## config.mk

```make
export PLATFORM = sky130hd
export DESIGN_NAME = slt_share_arbiter
export DESIGN_NICKNAME = d
export VERILOG_FILES = /design/src/rtl/cmp_pkg.sv /design/src/rtl/cmp_lt.sv /design/src/rtl/slt_share_arbiter.sv
export SDC_FILE = /design/constraint.sdc
export NUM_CORES = 1
export LEC_CHECK = 0
export ABC_CLOCK_PERIOD_IN_PS = 12300
export CORE_AREA = 3 3 118 120
export DETAILED_ROUTE_END_ITERATION = 8
export DIE_AREA = 0 0 121 123
export PLACE_DENSITY = 0.76
export SLEW_MARGIN = 30
export SYNTH_ARGS = -nofsm -noshare
export SYNTH_HDL_FRONTEND = slang
export SYNTH_SLANG_ARGS = --single-unit
```

## constraint.sdc

```tcl
create_clock -name clk -period 12.3 [get_ports clk]
set_input_delay 2.46 -clock clk [delete_from_list [all_inputs] [get_ports clk]]
set_output_delay 2.46 -clock clk [all_outputs]
set_load 0.1 [all_outputs]
```

## src/rtl/cmp_pkg.sv

```systemverilog
// Shared compare types and constants for the EX-stage compare users.
// Exports W, cmp_op_t, FLAG_TRUE and FLAG_FALSE.
package cmp_pkg;

  localparam int W = 32;

  typedef enum logic {
    CMP_UNSIGNED = 1'b0,
    CMP_SIGNED   = 1'b1
  } cmp_op_t;

  localparam logic [W-1:0] FLAG_TRUE  = 32'd1;
  localparam logic [W-1:0] FLAG_FALSE = 32'd0;

endpackage

```

## src/rtl/cmp_lt.sv

```systemverilog
// Combinational signed/unsigned less-than.
// Ports: a, b operands; is_signed selects two's complement; lt result.
module cmp_lt #(
  parameter int W = 32
) (
  input  logic [W-1:0] a,
  input  logic [W-1:0] b,
  input  logic         is_signed,
  output logic         lt
);

  logic ult;
  logic sdiff;

  assign ult   = a < b;
  assign sdiff = a[W-1] != b[W-1];

  // Differing signs: the negative operand is the smaller one.
  assign lt = (is_signed && sdiff) ? a[W-1] : ult;

endmodule

```

## src/rtl/slt_share_arbiter.sv

```systemverilog
// Round-robin share of one less-than comparator among NREQ requesters.
// Ports: req_* valid/ready request side, rsp_* registered result side.
module slt_share_arbiter #(
  parameter int NREQ = 4,
  parameter int W    = 32,
  parameter int IDW  = $clog2(NREQ)
) (
  input  logic            clk,
  input  logic            rst_n,
  input  logic [NREQ-1:0] req_valid,
  input  logic [NREQ*W-1:0] req_a,
  input  logic [NREQ*W-1:0] req_b,
  input  logic [NREQ-1:0] req_signed,
  output logic [NREQ-1:0] req_ready,
  output logic            rsp_valid,
  output logic [IDW-1:0]  rsp_id,
  output logic [W-1:0]    rsp_flag,
  input  logic            rsp_ready
);

  import cmp_pkg::*;

  localparam logic [IDW:0] NR = (IDW+1)'(NREQ);

  logic [IDW-1:0]  rr_ptr;
  logic            slot_free;
  logic [NREQ-1:0] rot;
  logic [IDW-1:0]  k;
  logic            hit;
  logic [IDW:0]    sum;
  logic [IDW-1:0]  gidx;
  logic            accept;
  logic [W-1:0]    a_sel;
  logic [W-1:0]    b_sel;
  cmp_op_t         op;
  logic            lt;

  assign slot_free = !rsp_valid || rsp_ready;

  // Rotate so rr_ptr sits at bit 0, pick lowest, rotate index back.
  always_comb begin
    rot = '0;
    for (int j = 0; j < NREQ; j++) begin
      int idx;
      idx = j + int'(rr_ptr);
      if (idx >= NREQ) idx = idx - NREQ;
      rot[j] = req_valid[idx];
    end
    hit = 1'b0;
    k   = '0;
    for (int j = NREQ - 1; j >= 0; j--) begin
      if (rot[j]) begin
        hit = 1'b1;
        k   = IDW'(j);
      end
    end
    sum = {1'b0, rr_ptr} + {1'b0, k};
    if (sum >= NR) sum = sum - NR;
    gidx = sum[IDW-1:0];
  end

  always_comb begin
    req_ready = '0;
    if (rst_n && slot_free && hit) req_ready[gidx] = 1'b1;
  end

  assign accept = |req_ready;

  assign a_sel = req_a[int'(gidx)*W +: W];
  assign b_sel = req_b[int'(gidx)*W +: W];
  assign op    = req_signed[gidx] ? CMP_SIGNED : CMP_UNSIGNED;

  cmp_lt #(.W(W)) u_lt (
    .a         (a_sel),
    .b         (b_sel),
    .is_signed (op == CMP_SIGNED),
    .lt        (lt)
  );

  always_ff @(posedge clk or negedge rst_n) begin
    if (!rst_n) begin
      rsp_valid <= 1'b0;
      rsp_id    <= '0;
      rsp_flag  <= '0;
      rr_ptr    <= '0;
    end else if (accept) begin
      rsp_valid <= 1'b1;
      rsp_id    <= gidx;
      rsp_flag  <= lt ? W'(FLAG_TRUE) : W'(FLAG_FALSE);
      if (gidx == IDW'(NREQ - 1)) rr_ptr <= '0;
      else rr_ptr <= gidx + 1'b1;
    end else if (rsp_ready) begin
      rsp_valid <= 1'b0;
    end
  end

endmodule

```

; Word-level counts from Yosys, hierarchy flattened
; Cells that the tools add are included.
[classes]
shifts = 2
muxes = 36
n_addsub = 10
n_reduce_logical = 8
order_cmp = 12
eq_ne = 2
[ops]
columns = operator, count
row1 = indexed part select 128 x 8 -> 32 bit, 2
row2 = < comparator 32 x 4 -> 1 bit (second input constant), 4
row3 = 2-to-1 mux 32 bit, 4
row4 = < comparator 32 bit, 1
row5 = 2-to-1 mux 1 bit, 19
row6 = greater-or-equal comparator 3 bit (second input constant), 4
row7 = 2-to-1 mux 2 bit, 6
row8 = subtractor 3 x 3 -> 4 bit (second input constant), 3
row9 = binary-select mux 1 bit (select 2 bit), 5
row10 = adder 2 x 2 -> 3 bit (first input constant), 2
row11 = logical AND 1 bit, 4
row12 = 2-to-1 mux 4 bit, 1
row13 = OR reduction 4 bit, 1
row14 = subtractor 2 x 3 -> 4 bit (second input constant), 1
row15 = adder 1 x 2 -> 3 bit (first input constant), 1
row16 = adder 2 x 2 -> 3 bit, 1
row17 = greater-or-equal comparator 2 x 3 -> 1 bit (second input constant), 1
row18 = < comparator 2 x 3 -> 1 bit (second input constant), 1
row19 = adder 2 x 1 -> 2 bit (second input constant), 1
row20 = demux 1 bit (select 2 bit), 1
row21 = == test 2 bit (second input constant), 1
row22 = greater-or-equal comparator 2 x 1 -> 1 bit (second input constant), 1
row23 = nonzero test 2 bit, 1
row24 = subtractor 2 x 1 -> 2 bit (second input constant), 1
row25 = other kinds (3), 3
[totals]
output_inout_bits = 39
input_bits = 267
regBits = 37

; Logic depth before layout (Yosys ltp)
; Gate-level depths: netlist of run 1.
[depth]
depth_word = 20
mapped_depth = 21
depth_no_buf = 19

; Modules after synthesis
; From an unflattened synthesis of run 1, not the netlist that was laid out.
[unflattened]
cells_unflattened = 287
area_unflattened_um2 = 3195.6
[modules_own_cells]
columns = module, seq_area_each_um2, cells_each, area_per_inst_um2, instances
row1 = slt_share_arbiter, 150.1, 175, 2392.3, 1
row2 = cmp_lt, 0.0, 112, 803.3, 1

; Least setup slack after synthesis of run 1
; Ideal clock, no wire load.
[synth_timing]
kind = input port to output port
from = in req_valid[0]
to = out req_ready[3]
path_slack_ns = 4.960
cell_stages = 14
required_time_ns = 9.840
path_buffers = 2
arrival_time_ns = 4.880
cell_sequence = buf_6 nor2_1 nor2_1 a21oi_1 nor2_1 a21oi_1 a21oi_1 ha_1 xnor2_1 o21ai_4 nand2_4 buf_6 ha_1 and2_1
[synth_via]
elab_chain_cells = 15
word_cells_on_any_way = 31
cone_classes = add/sub: 2 / order compare: 3 / mux: 24 / reduce/logical: 2
[synth_rtl]
columns = item, line_no
row1 = start: declaration, slt_share_arbiter.sv:10  ; input logic [NREQ-1:0] req_valid,
row2 = binary-select mux 1 bit (select 2 bit), slt_share_arbiter.sv:47  ; rot[j] = req_valid[idx];
row3 = 2-to-1 mux 1 bit (implied by the code) (2 in a row), slt_share_arbiter.sv:47
row4 = 2-to-1 mux 2 bit (3 in a row), slt_share_arbiter.sv:52  ; if (rot[j]) begin
row5 = 2-to-1 mux 2 bit (*), slt_share_arbiter.sv:52
row6 = adder 2 x 2 -> 3 bit (*), slt_share_arbiter.sv:57  ; sum = {1'b0, rr_ptr} + {1'b0, k};
row7 = greater-or-equal comparator 3 bit or subtractor 2 x 1 -> 2 bit (tied branches), slt_share_arbiter.sv:58  ; if (sum >= NR) sum = sum - NR;
row8 = 2-to-1 mux 2 bit (*), slt_share_arbiter.sv:58
row9 = via sum[1], slt_share_arbiter.sv:30  ; logic [IDW:0] sum;
row10 = < comparator 2 x 3 -> 1 bit (implied by the code) or greater-or-equal comparator 2 x 1 -> 1 bit (tied branches), slt_share_arbiter.sv:64  ; if (rst_n && slot_free && hit) req_ready[gidx] = 1'b1;
row11 = logical AND 1 bit (implied by the code), slt_share_arbiter.sv:64
row12 = 2-to-1 mux 1 bit (implied by the code), slt_share_arbiter.sv:64
row13 = demux 1 bit (select 2 bit) (*), slt_share_arbiter.sv:64
row14 = 2-to-1 mux 4 bit (*), slt_share_arbiter.sv:64
row15 = end: declaration, slt_share_arbiter.sv:14  ; output logic [NREQ-1:0] req_ready,
; Mark *: on every way through the listed nets, which the timed path passes. The rest lies on a longest branch. The select of a mux whose other input is x is not followed.

; Worst setup path after layout of run 1
[layout_timing]
from = in req_valid[0]
to = out req_ready[3]
[layout_via]
elab_chain_cells = 15
word_cells_on_any_way = 31
cone_classes = add/sub: 2 / order compare: 3 / mux: 24 / reduce/logical: 2
[layout_rtl]
columns = item, line_no
row1 = binary-select mux 1 bit (select 2 bit), slt_share_arbiter.sv:47
row2 = 2-to-1 mux 1 bit (implied by the code) (2 in a row), slt_share_arbiter.sv:47
row3 = 2-to-1 mux 2 bit (4 in a row), slt_share_arbiter.sv:52
row4 = adder 2 x 2 -> 3 bit, slt_share_arbiter.sv:57
row5 = greater-or-equal comparator 3 bit or subtractor 2 x 1 -> 2 bit (tied branches), slt_share_arbiter.sv:58
row6 = 2-to-1 mux 2 bit, slt_share_arbiter.sv:58
row7 = < comparator 2 x 3 -> 1 bit (implied by the code) or greater-or-equal comparator 2 x 1 -> 1 bit (tied branches), slt_share_arbiter.sv:64
row8 = logical AND 1 bit (implied by the code), slt_share_arbiter.sv:64
row9 = 2-to-1 mux 1 bit (implied by the code), slt_share_arbiter.sv:64
row10 = demux 1 bit (select 2 bit), slt_share_arbiter.sv:64
row11 = 2-to-1 mux 4 bit (*), slt_share_arbiter.sv:64
; Mark *: on every way between the ends. The rest lies on a longest branch, timed or not. The select of a mux whose other input is x is not followed.

==> results summary, run 1 <==
The max-slew violation count came out at 0. The average detailed-routed wire length per instance is 17.8 um. The area fraction of the dominant cell type after synthesis is 27.6%. The register area came out at 150 um^2.

Traced cell by cell, the critical path runs through clkdlybuf4s50_1 > nor2_1 > nor2_1 > a21oi_1 > nor2_1 > a21oi_1 > a21oi_1 > ha_4 > xor2_1 > nand3_1 > nand2_4 > ha_1 > and2_1 > clkdlybuf4s50_1. The post-layout utilization of the core came out at 47.0%. The post-synthesis sequential element count is 6. The async set-reset flop share out of synthesis is 100%. Among all stages on the critical path, the largest delay is contributed by sky130_fd_sc_hd__clkdlybuf4s50_1.

In the final layout, the multi-input gates occupy 2810 um^2. The setup-violating endpoint count in the final report is 0. The pin count of the biggest net entering global routing is 66. Across the routed clock network, the largest skew measured is 0.00199 ns.

STA classifies the critical path startpoint as an input pin. Dividing the final minimum period by the clock period gives 73.6%. The number of setup buffers added after CTS is 0. The number of antenna diodes is 0. Hold repair after CTS inserted 0 buffers. For the worst flop-to-flop path, the logic depth is 15.

The setup slack of the worst register-to-register path is 7.14 ns. Synthesis produced 315 cells. For met2 alone, demand over resource in global routing was 33.6%. The global-route layer with the greatest usage is met2. The top-level I/O count is 306.

The via count of the first global-routing pass is 3916. The placed instance area is 6080 um^2. The clock passes through at most 2 buffers. The peak supply drop is 162 uV. The data required time of the critical path came out at 9.84 ns. The detail route stage leaves a number of antenna-violating nets equal to 0. The initial standard-cell utilization of the core is 25.5%. STA classifies the critical path endpoint as an output port. The origin of the worst min-delay path is rsp_id[1]$_DFFE_PN0P_. The total routing usage reported by global routing came out at 16.9%. The most used flip-flop cell after synthesis is sky130_fd_sc_hd__dfrtp_1. The global-route wire length before repair came out at 19.9 mm. The first-pass detailed-route iteration total is 4. The number of flops mapped to enable cells by yosys came out at 0. The shortest clock period the worst path allows after layout came out at 9.05 ns.

The kind of path behind the tightest hold check is flip-flop to flip-flop. In this run the worst setup path begins at req_valid[0]. The total power divided by cell area came out at 251 nW/um^2.

The post-route cell area came out at 6160 um^2. The maximum operating frequency came out at 111 MHz. The met1 usage is 19.0%. The worst endpoint data arrival time came out at 6.59 ns.

The fraction of final layout cells sized beyond drive strength 1 came out at 9.39%. The total vias in the final route is 3594. In this run the critical register-to-register path is captured at rsp_flag[0]$_DFFE_PN0P_.

The reported leakage power is 0.00250 uW. Following the worst setup path forward leads to its endpoint at req_ready[3]. The logic depth of the worst path, buffers included is 14. The setup slack after layout is 3.25 ns. The count of buffer and inverter cells on the critical path came out at 2. The count of cells resized by post-cts repair came out at 0. The beginning of the worst register-to-register path is rr_ptr[1]$_DFFE_PN0P_. The net count of the finished layout came out at 880. The number of rows in the core area came out at 42. The clock tree from TritonCTS is built. The core footprint is 13100 um^2. The initial antenna violation count was 0. The number of H-tree levels is 1.

The final weighted congestion of routability-driven global placement is 0.826. The post-detailed-routing wire length came out at 13.4 mm. The die is 121 um wide.

Relative to the synthesized area, the layout overhead comes to 84.3%. The library cell occupying the most area in the post-synthesis netlist is sky130_fd_sc_hd__mux4_2. Summed over all layers, the global routing overflow is 0.

The final hold violation count is 0. The flow ran to the end, and the final reports show no timing, DRC or antenna violations. The Yosys step of the flow raised 0 warnings. The cell area after synthesis came out at 3340 um^2.

The area of the die came out at 14900 um^2. The clock latency at the later pin of the worst-skew pair came out at 0.23 ns. The iteration-0 DRC count of the detailed router came out at 135.

The setup path with the least slack is of type input pin to output port. The mean number of vias per cell came out at 4.79. The half-perimeter wire length after detailed placement is 12.0 mm.

Yosys mapped the design onto 50 distinct sky130hd cell types. CTS saw 6 sinks. The global routing met3 resource utilization came out at 3.75%. Broken down by cell family, the worst path's largest delay share belongs to buffers and inverters. The maximum fanout count along the critical path is 65. Dividing the synthesized area by the synthesized cell count gives 10.6 um^2. Yosys attributes the largest share of cell area to sky130_fd_sc_hd__mux4_2, sky130_fd_sc_hd__mux4_1, sky130_fd_sc_hd__ha_1. The layout has 1227 filler cells. The DRC violations left is 0.

The worst slack at placement is 3.23 ns. The die span in y came out at 123 um. Across the run, the number of max-cap violations was 0. The accumulated negative setup slack came out at 0 ns. Clock-pin slew was measured on the worst setup and hold paths at 0.03 ns.

The number of buffers created by CTS came out at 3. Port buffering added 274 buffers. The relative max-transition margin is 35.0%. Setup repair after global routing left no endpoint under its margin.

The sequential element share of the synthesized area came out at 4.49%. Clock tree synthesis selected as its root buffer the cell sky130_fd_sc_hd__clkbuf_16. The largest single stage delay on the critical path is 1.12 ns. The transition time of the tightest slew-check pin came out at 0.973 ns.
[synthesized netlist by cell type, types with 2 or more instances]
master	n
sky130_fd_sc_hd__nor3b_1	3
sky130_fd_sc_hd__mux2_2	3
sky130_fd_sc_hd__mux4_1	21
sky130_fd_sc_hd__and2_1	4
sky130_fd_sc_hd__o31ai_1	2
sky130_fd_sc_hd__mux4_2	41
sky130_fd_sc_hd__a21oi_1	14
sky130_fd_sc_hd__inv_1	40
sky130_fd_sc_hd__or4_1	2
sky130_fd_sc_hd__a211o_1	2
sky130_fd_sc_hd__ha_1	36
sky130_fd_sc_hd__nand3_1	9
sky130_fd_sc_hd__nor4_1	2
sky130_fd_sc_hd__clkbuf_1	4
sky130_fd_sc_hd__o21ai_0	9
sky130_fd_sc_hd__or3_1	2
sky130_fd_sc_hd__o21ai_1	2
sky130_fd_sc_hd__nor2_1	11
sky130_fd_sc_hd__dfrtp_1	6
sky130_fd_sc_hd__buf_2	5
sky130_fd_sc_hd__a31oi_1	4
sky130_fd_sc_hd__and3_1	2
sky130_fd_sc_hd__nor3_1	7
sky130_fd_sc_hd__a211oi_1	3
sky130_fd_sc_hd__buf_4	31
sky130_fd_sc_hd__nor2b_1	2
sky130_fd_sc_hd__buf_6	7
sky130_fd_sc_hd__nand2_1	15
sky130_fd_sc_hd__o221ai_1	2
sky130_fd_sc_hd__a21o_1	2
sky130_fd_sc_hd__a32oi_1	2
sky130_fd_sc_hd__o211ai_1	2
[report_power, final]
| part | switching, uW | internal (uW) |
|---|---|---|
| logic | 750 | 700 |
| clock network | 10.5 | 41.7 |
| registers | 13.3 | 30.6 |
| total | 774 | 773 |
[worst register-to-register path, stage by stage (launching register included)]
cell	delay, ns
sky130_fd_sc_hd__dfrtp_1	0.57
sky130_fd_sc_hd__nand2_1	0.09
sky130_fd_sc_hd__a21oi_1	0.15
sky130_fd_sc_hd__nor2_1	0.05
sky130_fd_sc_hd__a211oi_1	0.22
sky130_fd_sc_hd__a21oi_1	0.10
sky130_fd_sc_hd__ha_4	0.69
sky130_fd_sc_hd__buf_4	0.66
sky130_fd_sc_hd__mux4_2	0.61
sky130_fd_sc_hd__ha_1	0.35
sky130_fd_sc_hd__nand2_1	0.10
sky130_fd_sc_hd__or3_1	0.39
sky130_fd_sc_hd__nor3_1	0.23
sky130_fd_sc_hd__or4bb_1	0.56
sky130_fd_sc_hd__a31oi_1	0.20
sky130_fd_sc_hd__o31ai_1	0.09
[through the flow]
| step | std cells | hold WS, ns | power [uW] |
|---|---|---|---|
| final | 751 | 0.479 | 1550 |
| after global routing | 751 | 0.540 | 1710 |
| after CTS | 751 | 0.483 | 1580 |
| after detailed placement | 748 | 0.476 | 1510 |
| after global placement | 748 | 0.490 | 1480 |
| after floorplan | 345 | 0.570 | 1200 |
[flip-flops by register name (all words and copies together), names as in the netlist]
name,flops
rsp_flag,1
rr_ptr,2
rsp_valid,1
rsp_id,2
[worst min-delay path by stage]
stage	endpoint	slack, ns	cells past startpoint
6_report	rsp_id[1]$_DFFE_PN0P_	0.48	2
5_1_grt	rsp_flag[0]$_DFFE_PN0P_	0.54	2
4_1_cts	rsp_id[1]$_DFFE_PN0P_	0.48	2
3_5_place_dp	rsp_id[1]$_DFFE_PN0P_	0.48	2
3_3_place_gp	rsp_id[1]$_DFFE_PN0P_	0.49	2
2_1_floorplan	rr_ptr[0]$_DFFE_PN0P_	0.57	2
[cell type report]
cell class / instances / share of cell area [%]
Clock buffer: 3 / 1.22
Timing Repair Buffer: 275 / 44.7
Multi-Input combinational cell: 251 / 45.7
Sequential cell: 6 / 2.44
Inverter: 40 / 2.44
Tap cell: 176 / 3.58
[layer usage]
layer	up-vias	wire [um]
met3	6	1030
li1	1712	-
met2	176	7490
met5	-	0
met4	0	78
met1	1700	4790
[placed cells by master (no fill, tap or decap), types with 4 or more instances in the layout]
cell	synthesis	layout
sky130_fd_sc_hd__a21oi_1	14	14
sky130_fd_sc_hd__nor3_1	7	7
sky130_fd_sc_hd__nand2_1	15	15
sky130_fd_sc_hd__a31oi_1	4	4
sky130_fd_sc_hd__conb_1	1	31
sky130_fd_sc_hd__o21ai_0	9	9
sky130_fd_sc_hd__nand3_1	9	9
sky130_fd_sc_hd__mux4_1	21	21
sky130_fd_sc_hd__inv_1	40	40
sky130_fd_sc_hd__and2_1	4	4
sky130_fd_sc_hd__ha_1	36	35
sky130_fd_sc_hd__clkdlybuf4s50_1	0	274
sky130_fd_sc_hd__mux4_2	41	41
sky130_fd_sc_hd__nor2_1	11	11
sky130_fd_sc_hd__dfrtp_1	6	6
[cell families (layout without fill, tap and decap cells)]
logic type	count (synthesis)	in the layout	share of synthesized area, %
AOI/OAI and AO/OA	49	49	9.93
xor gates and xnor gates	2	2	0.524
adders and majority gates	36	36	13.5
buffers and inverters	88	318	15.1
DFF	6	6	4.49
muxes	66	66	45.6
other	1	31	0.112
and+or+nand+nor	67	67	10.7
Note: power is estimated with default switching activity, not from simulation.
==> run 2: changes to the inputs <==
--- a/config.mk
+++ b/config.mk
@@ -5,11 +5,11 @@
 export SDC_FILE = /design/constraint.sdc
 export NUM_CORES = 1
 export LEC_CHECK = 0
-export ABC_CLOCK_PERIOD_IN_PS = 12300
+export ABC_CLOCK_PERIOD_IN_PS = 7550
 export CORE_AREA = 3 3 118 120
 export DETAILED_ROUTE_END_ITERATION = 8
 export DIE_AREA = 0 0 121 123
-export PLACE_DENSITY = 0.76
+export PLACE_DENSITY = 0.78
 export SLEW_MARGIN = 30
 export SYNTH_ARGS = -nofsm -noshare
 export SYNTH_HDL_FRONTEND = slang
==> constraint.sdc (replaced) <==
create_clock -name clk -period 7.55 [get_ports clk]
set_input_delay 1.51 -clock clk [delete_from_list [all_inputs] [get_ports clk]]
set_output_delay 1.51 -clock clk [all_outputs]
set_load 0.1 [all_outputs]
==> run 2 against run 1 <==
Compared with the run above: combinational power up 65%; sequential share of layout area barely moved; setup slack got worse by 1.9 ns; global-route usage decreased by 0.070 points; critical path type unchanged; clock-buffer cell count unchanged; die area did not move; clock skew down 0.0011 ns; sequential power is 63% higher.
==> results summary, run 2 (synthesis results as in run 1) <==
In this run the critical register-to-register path is launched from rr_ptr[1]$_DFFE_PN0P_. In the routed layout, each cell is associated on average with a via count of 4.89. The fraction of final layout cells sized beyond drive strength 1 came out at 10.2%. In this run the tightest slew margin relative to its limit is 35.0%. The largest registers in the layout are rr_ptr: 2 flops, rsp_id: 2 flops. The net count of the finished layout came out at 881. The area of the die came out at 14900 um^2.

The via count of the first global-routing pass came out at 3943. The iteration-0 DRC count of the detailed router is 156. The cell sitting at the root of the clock tree is a sky130_fd_sc_hd__clkbuf_16. After clock tree synthesis, the flow added hold-fix buffers numbering 0. The region available for standard cell placement spans 13100 um^2. The total vias in the final route is 3676.

Tracing the worst setup path back leads to its startpoint at req_valid[2]. The first-pass detailed-route iteration total came out at 4. The clock sink count came out at 6. At the pin with the least slew margin, the transition time is 0.971 ns. The total area of multi-input combinational cells is 2810 um^2. The total routing usage reported by global routing came out at 16.9%.

The number of buffers created by CTS is 3. CTS built an H-tree with a depth of 1. The layout has 1214 filler cells.

The final weighted congestion of routability-driven global placement is 0.857. The portion of the clock cycle consumed by the worst path in the final layout came out at 81.9%. The path depth of the worst reg2reg path is 17. The top-level I/O count is 306. The final hold violation count came out at 0. In this run the critical register-to-register path is captured at rsp_flag[0]$_DFFE_PN0P_.

The setup-violating endpoint count in the final report is 0. The maximum buffer depth of the clock tree came out at 2. Leaving out fill and tap cells, the most frequent cell in the layout is sky130_fd_sc_hd__clkdlybuf4s50_1. The global-route wire length before repair is 19.8 mm. The top cell types in the final layout, fill and taps aside, are sky130_fd_sc_hd__clkdlybuf4s50_1, sky130_fd_sc_hd__mux4_2, sky130_fd_sc_hd__inv_1. The capturing element type of the critical path is an output port. For the worst setup path, the data arrival time is 4.67 ns. The half-perimeter wire length after detailed placement is 12.2 mm.

The total power divided by cell area is 413 nW/um^2. The max-slew violation count is 0. The end point of the critical path is req_ready[2].

The shortest clock period the worst path allows after layout came out at 6.18 ns. The run finished with clean final reports. The sum of overflow across all layers after global routing came out at 0. The clock transition at the registers of the reported paths is 0.03 ns. The kind of path behind the tightest hold check is flip-flop to flip-flop. The die width is 121 um. The pin count of the biggest net entering global routing came out at 39. STA classifies the critical path startpoint as an input pin. The peak supply drop is 284 uV. The initial antenna violation count is 0. The sequential cells in the finished layout cover a total of 150 um^2. The post-detailed-routing wire length came out at 13.6 mm. The number of port buffers is 274.

The count of cells resized by post-cts repair came out at 0. The maximum operating frequency came out at 162 MHz. The clock tree from TritonCTS is built. The number of rows in the core area is 42. The post-route clock skew is 0.000935 ns. The design draws 2540 uW. Along the worst path, the maximum fanout reaches 38. Clock latency on the worst-skew pair, taken at its later pin, is 0.23 ns.

The data required time of the critical path is 6.04 ns. The initial standard-cell utilization of the core is 25.5%. Max-cap violations in this run came to 0. The number of antenna diodes came out at 0. The reported leakage power is 0.00252 uW. The average detailed-routed wire length per instance came out at 18.1 um. From bottom edge to top edge, the die measures 123 um. The DRC violations left is 0. Setup repair after global routing left no endpoint under its margin.

The accumulated negative setup slack came out at 0 ns. The post-detailed-route count of antenna-violating nets is 0. The relative area change from synthesis to final layout is 84.6%. The worst register-to-register path has a setup slack of 2.78 ns.

The kind of critical path is input pin to output port. The post-CTS setup buffer count is 0.
==> run 2: changes by cell type in the layout (fill, tap and decap cells not counted) <==
cell / change
sky130_fd_sc_hd__clkdlybuf4s50_1: -4
sky130_fd_sc_hd__buf_12: +1
sky130_fd_sc_hd__buf_4: +4
==> run 2: per-layer routing <==
layer	vias up	part of all wire [%]	GRT usage, %
li1	1718	-	-
met1	1741	37	19.4
met2	197	54	32.3
met3	20	7.7	3.66
met4	0	1.3	2.90
met5	-	0	0
==> run 2: power breakdown <==
part | total (uW) | leakage, uW | switching (uW) | internal [uW]
sequential | 71.6 | 0.0000735 | 21.7 | 49.9
clock | 85.2 | 0.0000370 | 17.3 | 67.9
combinational | 2390 | 0.00241 | 1240 | 1150
==> run 2: final cells by class <==
type	instances	share of cell area [%]
Clock buffer	3	1.22
Timing Repair Buffer	276	44.8
Sequential cell	6	2.44
Inverter	40	2.44
Tap cell	176	3.57
Multi-Input combinational cell	251	45.6
==> run 2: through the flow <==
stage          instances  util, %  cell area, um^2  hold slack [ns]  setup WS, ns
2_1_floorplan        345        -             3450            0.570          1.94
3_3_place_gp         749     46.5             6090            0.483          1.35
3_5_place_dp         749     46.5             6090            0.504          1.17
4_1_cts              752     47.1             6170            0.511          1.34
5_1_grt              752     47.1             6170            0.525          1.04
6_report             752     47.1             6170            0.498          1.37
==> run 2: worst min path at each step <==
stage                               start                     to  slack (ns)  cells past startpoint
floorplan           rr_ptr[0]$_DFFE_PN0P_  rr_ptr[0]$_DFFE_PN0P_        0.57                      2
global placement    rsp_id[1]$_DFFE_PN0P_  rsp_id[1]$_DFFE_PN0P_        0.48                      2
detailed placement  rsp_id[0]$_DFFE_PN0P_  rsp_id[0]$_DFFE_PN0P_        0.50                      2
CTS                 rsp_id[0]$_DFFE_PN0P_  rsp_id[0]$_DFFE_PN0P_        0.51                      2
global route        rsp_id[0]$_DFFE_PN0P_  rsp_id[0]$_DFFE_PN0P_        0.52                      2
finish              rsp_id[1]$_DFFE_PN0P_  rsp_id[1]$_DFFE_PN0P_        0.50                      2
==> run 2: worst max-delay path, cell delays in order <==
cell                              delay [ns]
sky130_fd_sc_hd__clkdlybuf4s50_1        0.63
sky130_fd_sc_hd__nand2_1                0.09
sky130_fd_sc_hd__a21oi_1                0.18
sky130_fd_sc_hd__nor2_1                 0.06
sky130_fd_sc_hd__a211oi_1               0.23
sky130_fd_sc_hd__a21oi_1                0.10
sky130_fd_sc_hd__ha_4                   0.70
sky130_fd_sc_hd__buf_12                 0.34
sky130_fd_sc_hd__inv_1                  0.17
sky130_fd_sc_hd__ha_1                   0.23
sky130_fd_sc_hd__and2_1                 0.14
sky130_fd_sc_hd__buf_4                  0.23
